### src/rtl/door_pkg.sv
// Shared encodings for the garage door opener and its command sequencer.
package door_pkg;

  localparam logic [1:0] DOOR_CLOSED  = 2'b00;
  localparam logic [1:0] DOOR_OPENING = 2'b01;
  localparam logic [1:0] DOOR_OPEN    = 2'b10;
  localparam logic [1:0] DOOR_CLOSING = 2'b11;

  localparam logic [1:0] ST_IDLE    = 2'd0;
  localparam logic [1:0] ST_PULSE   = 2'd1;
  localparam logic [1:0] ST_HOLDOFF = 2'd2;

  localparam int REQ_WALL   = 0;
  localparam int REQ_KEYPAD = 1;
  localparam int REQ_REMOTE = 2;
  localparam int NUM_REQ    = 3;

  // Lowest index wins: wall > keypad > remote.
  function automatic logic [NUM_REQ-1:0] prio_pick(input logic [NUM_REQ-1:0] p);
    return p & (NUM_REQ'(~p) + NUM_REQ'(1));
  endfunction

endpackage

### src/rtl/door_cmd_sequencer_req_capture.sv
// Per-requester rising-edge detector with a sticky pending flag; a new edge beats a clear.
module req_capture (
  input  logic clk,
  input  logic r,
  input  logic req,
  input  logic clr,
  output logic pend
);

  logic prev;

  always_ff @(posedge clk or posedge r) begin
    if (r) begin
      prev <= 1'b0;
      pend <= 1'b0;
    end else begin
      prev <= req;
      pend <= (req & ~prev) | (pend & ~clr);
    end
  end

endmodule

### src/rtl/door_cmd_sequencer.sv
// Arbitrates wall/keypad/remote (and optional auto-close) into spaced one-cycle button pulses.
// Optional feature: define DOOR_AUTO_CLOSE_EN to build the auto-close timer.
module door_cmd_sequencer
  import door_pkg::*;
#(
  parameter int AUTO_CLOSE_CYCLES = 1000,
  parameter int HOLDOFF_CYCLES    = 16,
  parameter int CNT_W             = 16
) (
  input  logic       clk,
  input  logic       r,
  input  logic [2:0] req,
  input  logic [1:0] door_state,
  input  logic       s,
  output logic       b,
  output logic [2:0] grant,
  output logic       busy,
  output logic       ac_pending
);

  logic [NUM_REQ-1:0] pend, clr, win;
  logic [1:0]         state;
  logic [CNT_W-1:0]   ho_cnt;
  logic               auto_flag;

  generate
    for (genvar i = 0; i < NUM_REQ; i++) begin : g_cap
      req_capture u_cap (
        .clk  (clk),
        .r    (r),
        .req  (req[i]),
        .clr  (clr[i]),
        .pend (pend[i])
      );
    end
  endgenerate

  assign win  = prio_pick(pend);
  // Winner is retired on the edge that launches its pulse.
  assign clr  = (state == ST_IDLE) ? win : '0;
  assign busy = (state != ST_IDLE);

  always_ff @(posedge clk or posedge r) begin
    if (r) begin
      state  <= ST_IDLE;
      b      <= 1'b0;
      grant  <= '0;
      ho_cnt <= '0;
    end else begin
      case (state)
        ST_IDLE: begin
          if ((|pend) || auto_flag) begin
            state <= ST_PULSE;
            b     <= 1'b1;
            grant <= win;
          end
        end
        ST_PULSE: begin
          state  <= ST_HOLDOFF;
          b      <= 1'b0;
          grant  <= '0;
          ho_cnt <= '0;
        end
        ST_HOLDOFF: begin
          if (ho_cnt == CNT_W'(HOLDOFF_CYCLES - 1)) state <= ST_IDLE;
          else                                       ho_cnt <= ho_cnt + 1'b1;
        end
        default: begin
          state <= ST_IDLE;
          b     <= 1'b0;
          grant <= '0;
        end
      endcase
    end
  end

`ifdef DOOR_AUTO_CLOSE_EN
  logic [CNT_W-1:0] ac_cnt;
  logic             ac_ok, quiet;

  assign ac_ok      = (door_state == DOOR_OPEN) && !s;
  assign quiet      = (state == ST_IDLE) && (pend == '0);
  assign ac_pending = (ac_cnt != '0);

  always_ff @(posedge clk or posedge r) begin
    if (r) begin
      ac_cnt    <= '0;
      auto_flag <= 1'b0;
    end else if (!ac_ok) begin
      ac_cnt    <= '0;
      auto_flag <= 1'b0;
    end else if (quiet && auto_flag) begin
      // Granted this edge: nothing outranks it once the req flags are empty.
      auto_flag <= 1'b0;
    end else if (quiet) begin
      if (ac_cnt == CNT_W'(AUTO_CLOSE_CYCLES - 1)) begin
        auto_flag <= 1'b1;
        ac_cnt    <= '0;
      end else begin
        ac_cnt <= ac_cnt + 1'b1;
      end
    end
  end
`else
  logic unused_ac;
  assign unused_ac  = ^{door_state, s, (AUTO_CLOSE_CYCLES > 0)};
  assign auto_flag  = 1'b0;
  assign ac_pending = 1'b0;
`endif

endmodule

### config.mk
export PLATFORM = sky130hd
export DESIGN_NAME = door_cmd_sequencer
export DESIGN_NICKNAME = d
export VERILOG_FILES = /design/src/rtl/door_pkg.sv /design/src/rtl/door_cmd_sequencer_req_capture.sv /design/src/rtl/door_cmd_sequencer.sv
export SDC_FILE = /design/constraint.sdc
export NUM_CORES = 1
export LEC_CHECK = 0
export CAP_MARGIN = 20
export CELL_PAD_IN_SITES_DETAIL_PLACEMENT = 1
export CELL_PAD_IN_SITES_GLOBAL_PLACEMENT = 1
export CORE_ASPECT_RATIO = 1.2
export CORE_MARGIN = 2
export CORE_UTILIZATION = 35
export CTS_CLUSTER_SIZE = 16
export DETAILED_ROUTE_END_ITERATION = 6
export PLACE_DENSITY = 0.77
export SLEW_MARGIN = 10
export SYNTH_ARGS = -nofsm -noshare
export SYNTH_HDL_FRONTEND = slang
export SYNTH_SLANG_ARGS = --single-unit
### constraint.sdc
create_clock -name clk -period 3.3 [get_ports clk]
set_input_delay 0.66 -clock clk [delete_from_list [all_inputs] [get_ports clk]]
set_output_delay 0.66 -clock clk [all_outputs]
set_load 0.01 [all_outputs]
==> summary.txt, run 1 <==
Outcome
  • Run status: finished clean

Worst setup path
  • Register-to-Register Path Depth: 5
  • Worst-path maximum fanout: 17
  • Worst setup EP type: output port
  • Worst Path Required: 2.64 ns
  • Type of the worst setup path: flop to output port
  • Crit path DAT: 1.79 ns
  • Worst setup path endpoint: busy
  • Flop-to-flop setup slack: 1.42 ns
  • Critical Path Max Stage Delay: 0.65 ns
  • Crit path launch type: flop
  • CP max stage cell: dfrtp_1
  • Worst setup startpoint: state[1]
  • Crit-path cells: nor2_1, inv_1, clkdlybuf4s50_1
  • Critical R2R Capture: state[1]
  • Reg2reg start: ho_cnt[0]

Synth
  • Seq cells post-synth: 28
  • Avg Inst Size Synth: 10.0 um^2
  • Synthesis warning total: 0
  • Syn Inst Count: 133
  • Area share of the largest cell type after synthesis: 0.525
  • Post-synth EDFFs: 0
  • Synth top cells by count: dfrtp_1 (28), nand2_1 (21), mux2i_1 (13)
  • Largest area contributor in the netlist: dfrtp_1
  • Post-synth ARST share: 1.00
  • Cell with the most instances after synthesis: dfrtp_1
  • Register area share after synthesis: 0.525
  • Netlist cell types: 34
  • Main flop type after synthesis: dfrtp_1
  • Synth Net Count: 142
  • Netlist Area Pre-Place: 1330 um^2
  • Synth area leaders: dfrtp_1 (53%), mux2i_1 (9.8%), nand2_1 (5.9%)

Clock network
  • CTS sink count: 28
  • Root Driver: clkbuf_8
  • Post-CTS Resized: 0
  • TritonCTS Buffers: 3
  • CTS max path bufs: 2
  • CTS tree: yes
  • Setup Buffers After CTS: 0
  • CTS Hold Bufs: 0
  • Clock transition at the registers of the reported paths: 0.10 ns
  • CTS HTree Levels: 1
  • Clk Latency, worst-skew pair: 0.27 ns

Floorplan
  • Starting Density: 0.367
  • Num rows: 24
  • Die area: 4320 um^2
  • Die H: 71.6 um
  • Number of I/O pins: 14
  • Die X: 60.4 um
  • Core ar.: 3630 um^2

STA
  • Final period util: 0.744
  • Setup Viol. Count Final: 0
  • Slew Viols, Final: 0
  • Setup_tns: 0 ns
  • Max Freq: 407 MHz
  • Worst Tran Pin Value: 0.549 ns
  • Crit path time final: 2.45 ns
  • Final hold vios: 0
  • Headroom to the max-slew limit: 0.633
  • RSZ-0062 raised after global routing: false
  • Final clock skew: 0.00907 ns

Place
  • DP Wirelength: 2110 um
  • Placed cell area: 1470 um^2
  • PortBufs: 9
  • Global placer's final weighted congestion: 0.735

Layout
  • Final Cell Area: 1520 um^2
  • Proportion of layout cells with a drive suffix above 1: 0.0634
  • ANT cells: 0
  • Area grow syn2layout: 14.0%
  • Final #Nets: 152

Power
  • Comb pwr share: 0.024
  • Worst vdd ir: 0.197 mV
  • Int Power: 0.457 mW
  • Reg power frac: 0.610
  • P_leak: 0.760 nW
  • Clock share of power: 0.366
  • Switching share of power: 0.195
  • P_sw: 0.110 mW
  • Pwr/cell area: 373 nW/um^2

Detailed routing
  • Routed Antenna Nets: 0
  • Pre-antenna DRT Iters: 4
  • Iteration-0 DRC Markers: 44
  • Drc violations: 0
  • Final WL: 2930 um
  • Vias after detailed routing: 1,001
  • Routed WL per cell: 15.1 um
  • Vias per cell: 5.16

Global routing
  • Largest net degree at the start of global routing: 29
  • GRT met2 Usage: 0.293
  • Met1 usage: 0.189
  • Antenna violations before repair: 0
  • Gr ovfl total: 0
  • Total track usage: 0.161
  • GRT Max-Usage Layer: met2
  • Vias in the first global route: 1,139
  • Met3 usage: 0.0289
  • Global-route wire length before repair: 5280 um

Hold path
  • Worst min-delay path category: flop to flop

Flow run
  • Max-cap viol count: 0
==> stage by stage <==
step | util | power, mW | instances | setup WS [ns] | hold WS [ns]
final | 0.418 | 0.567 | 194 | 0.846 | 0.430
after detailed placement | 0.403 | 0.367 | 190 | 1.17 | 0.423
after CTS | 0.418 | 0.576 | 194 | 0.832 | 0.436
after global placement | 0.403 | 0.367 | 190 | 1.20 | 0.407
after global routing | 0.418 | 0.593 | 194 | 0.710 | 0.459
after floorplan | - | 0.360 | 133 | 1.83 | 0.400
==> power by group through the flow <==
stage / clock [mW] / sequential, mW / combinational [mW]
2_1_floorplan: 0 / 0.352 / 0.00717
3_3_place_gp: 0 / 0.353 / 0.0140
3_5_place_dp: 0 / 0.353 / 0.0146
4_1_cts: 0.215 / 0.346 / 0.0146
5_1_grt: 0.231 / 0.346 / 0.0161
6_report: 0.208 / 0.346 / 0.0139
==> layout by cell type, fill, tap and decap left out, drive strengths merged, types with 2 or more instances in the layout <==
master          n
dfrtp          28
nand2          21
mux2i          13
nor2           11
clkdlybuf4s50   9
o21ai           7
inv             6
nand3           6
nand4           6
and3            5
a21oi           4
clkbuf          4
nor3            2
nand2b          2
and4            2
and2            2
==> cell type report <==
| type | instances | area [um^2] |
|---|---|---|
| clock buffers | 4 | 55.1 |
| fillers | 420 | 2110 |
| inverters | 6 | 22.5 |
| multi-input cells | 94 | 579 |
| flip-flops and latches | 28 | 701 |
| well taps | 52 | 65.1 |
| repair buffers | 10 | 97.6 |
==> metal layers <==
layer  vias to the layer above  wire length (um)
li1                        478                 -
met1                       507              1230
met2                        12              1600
met3                         4                70
met4                         0                29
met5                         -                 0
==> registers in the layout, summed over array words and instances, names as in the netlist <==
signal / count
b: 1
g_cap.u_cap.prev: 3
ho_cnt: 16
grant: 3
state: 2
g_cap.u_cap.pend: 3
==> cells by family (layout without fill, tap and decap cells) <==
group	count (synthesis)	after routing	share of synthesized area
other	1	1	0.00281
AO/OA/AOI/OAI	17	17	0.0835
multiplexers	13	13	0.0976
buffers and inverters	11	20	0.0403
adder cells (fa/ha/maj)	1	1	0.00938
AND/OR/NAND/NOR	62	62	0.241
flip-flops	28	28	0.525
==> worst max-delay path, delay by kind of cell (launching register included) <==
family / cells / cell delay (ns)
DFF: 1 / 0.65
buffers and inverters: 2 / 0.73
and+or+nand+nor: 1 / 0.16
==> how the worst min path moves through the flow <==
stage,startpoint,to,slack (ns),cells past startpoint
finish,g_cap[0].u_cap.prev,g_cap[0].u_cap.pend,0.43,1
global route,g_cap[0].u_cap.prev,g_cap[0].u_cap.pend,0.46,1
CTS,g_cap[0].u_cap.prev,g_cap[0].u_cap.pend,0.44,1
detailed placement,g_cap[0].u_cap.prev,g_cap[0].u_cap.pend,0.42,1
global placement,g_cap[0].u_cap.prev,g_cap[0].u_cap.pend,0.41,1
floorplan,g_cap[0].u_cap.prev,g_cap[0].u_cap.pend,0.40,1
No activity file was read; power rests on OpenSTA's default activity.
==> run 2, diff against run 1 <==
==> constraint.sdc (replaced) <==
create_clock -name clk -period 2.45 [get_ports clk]
set_input_delay 0.49 -clock clk [delete_from_list [all_inputs] [get_ports clk]]
set_output_delay 0.49 -clock clk [all_outputs]
set_load 0.01 [all_outputs]
==> run 2 against run 1 <==
Via count grew 1.1%. Final cell count unchanged. Hold slack hardly changed. Sequential power increased by 35%. Routed wire length shrank 5.6%. Total power up 29%. Clock power increased by 18%. Highest routed layer unchanged.
==> summary.txt, run 2 (synthesis gave the netlist of run 1 again) <==
Clock network
  • CTS HTree Levels: 1
  • TritonCTS Buffers: 3
  • CTS max path bufs: 2
  • Root Driver: clkbuf_8
  • CTS tree: yes
  • Setup Buffers After CTS: 0
  • CTS Hold Bufs: 0
  • Clk Latency, worst-skew pair: 0.27 ns
  • Clock transition at the registers of the reported paths: 0.09 ns
  • CTS sink count: 28
  • Post-CTS Resized: 0

Worst setup path
  • CP max stage cell: clkdlybuf4s50_1
  • Critical Path Max Stage Delay: 0.56 ns
  • Crit path buf inv count: 2
  • Type of the worst setup path: flop to output port
  • Flop-to-flop setup slack: 0.61 ns
  • Cell family with most CP delay: buffers and inverters
  • Crit-path cells: nor2_1, inv_1, clkdlybuf4s50_1
  • Crit path DAT: 1.63 ns
  • Worst Path Required: 1.96 ns
  • Worst-path maximum fanout: 9
  • Crit path launch type: flop
  • Worst setup EP type: output port

Layout
  • Final #Nets: 153
  • ANT cells: 0
  • Area grow syn2layout: 13.5%
  • Most common cell after layout, fill and taps aside: dfrtp_1
  • Final Cell Area: 1510 um^2
  • Filler Cells Inserted: 415
  • Max FFs per register: 16
  • Most flops, register: ho_cnt
  • Highest-count cells in the layout ignoring fill and taps: dfrtp_1 (28), nand2_1 (21), mux2i_1 (13)
  • Proportion of layout cells with a drive suffix above 1: 0.0634

STA
  • Slew Viols, Final: 0
  • RSZ-0062 raised after global routing: false
  • Final clock skew: 0.00178 ns
  • Setup_tns: 0 ns
  • Crit path time final: 2.12 ns
  • Worst Tran Pin Value: 0.569 ns
  • Setup Viol. Count Final: 0
  • Headroom to the max-slew limit: 0.619
  • Max Freq: 472 MHz
  • Final period util: 0.864
  • Final hold vios: 0
  • Final WS setup: 0.333 ns

Power
  • P_leak: 0.757 nW
  • Pwr/cell area: 482 nW/um^2
  • Worst vdd ir: 0.249 mV

Flow run
  • Max-cap viol count: 0

Global routing
  • Total track usage: 0.149
  • Vias in the first global route: 1,090
  • Largest net degree at the start of global routing: 29
  • Gr ovfl total: 0
  • Global-route wire length before repair: 5000 um
  • Antenna violations before repair: 0

Outcome
  • Run status: finished clean

Place
  • PortBufs: 9
  • Pre-CTS WS: 0.637 ns
  • DP Wirelength: 2010 um
  • Global placer's final weighted congestion: 0.705
  • Placed cell area: 1470 um^2

Detailed routing
  • Drc violations: 0
  • Pre-antenna DRT Iters: 4
  • Routed Antenna Nets: 0
  • Vias per cell: 5.22
  • Final WL: 2770 um
  • Routed WL per cell: 14.3 um
  • Iteration-0 DRC Markers: 52
  • Vias after detailed routing: 1,012

Floorplan
  • Die area: 4320 um^2
  • Number of I/O pins: 14
  • Die X: 60.4 um
  • Starting Density: 0.367
  • Core ar.: 3630 um^2
  • Die H: 71.6 um
  • Num rows: 24

Hold path
  • Worst min-delay path category: flop to flop
run 2: path summary, 6_finish.rpt:
check	from	end	cells after the start
max	state[0]	busy	3
min	g_cap[0].u_cap.prev	g_cap[0].u_cap.pend	1
max reg2reg	ho_cnt[0]	state[1]	5
min reg2reg	g_cap[0].u_cap.prev	g_cap[0].u_cap.pend	1
max in group asynchronous	r	ho_cnt[6]	3
min in group asynchronous	r	state[1]	3
run 2: worst register-to-register path: cells and delay by family (launching register included):
| kind | cells | cell delay [ns] |
|---|---|---|
| compound gates | 1 | 0.19 |
| simple gates | 3 | 0.89 |
| flops | 1 | 0.42 |
| fa+ha+maj | 1 | 0.23 |
run 2: cell type report:
cell class | count | area, um^2 | share of cell area
Sequential cell | 28 | 701 | 0.463
Multi-Input combinational cell | 94 | 579 | 0.383
Clock buffer | 3 | 41.3 | 0.0273
Inverter | 6 | 22.5 | 0.0149
Tap cell | 52 | 65.1 | 0.0430
Timing Repair Buffer | 11 | 105 | 0.0694
run 2: power breakdown:
group / leakage [nW] / internal [mW] / total (mW) / switching (mW)
clock: 0.0216 / 0.110 / 0.246 / 0.135
sequential: 0.350 / 0.464 / 0.466 / 0.00135
combinational: 0.385 / 0.00718 / 0.0186 / 0.0114
run 2: routing by layer:
metal / wire length [um] / vias up / track usage
met3: 56 / 2 / 0.0217
met2: 1500 / 11 / 0.264
met4: 18 / 0 / 0.0321
li1: - / 477 / -
met1: 1190 / 522 / 0.188
met5: 0 / - / 0
run 2: per-stage QoR:
stage                util  hold slack (ns)  power (mW)  instances
floorplan               -            0.400       0.484        133
global placement    0.405            0.410       0.494        191
detailed placement  0.405            0.421       0.495        191
CTS                 0.417            0.434       0.744        194
global route        0.417            0.463       0.761        194
finish              0.417            0.430       0.730        194
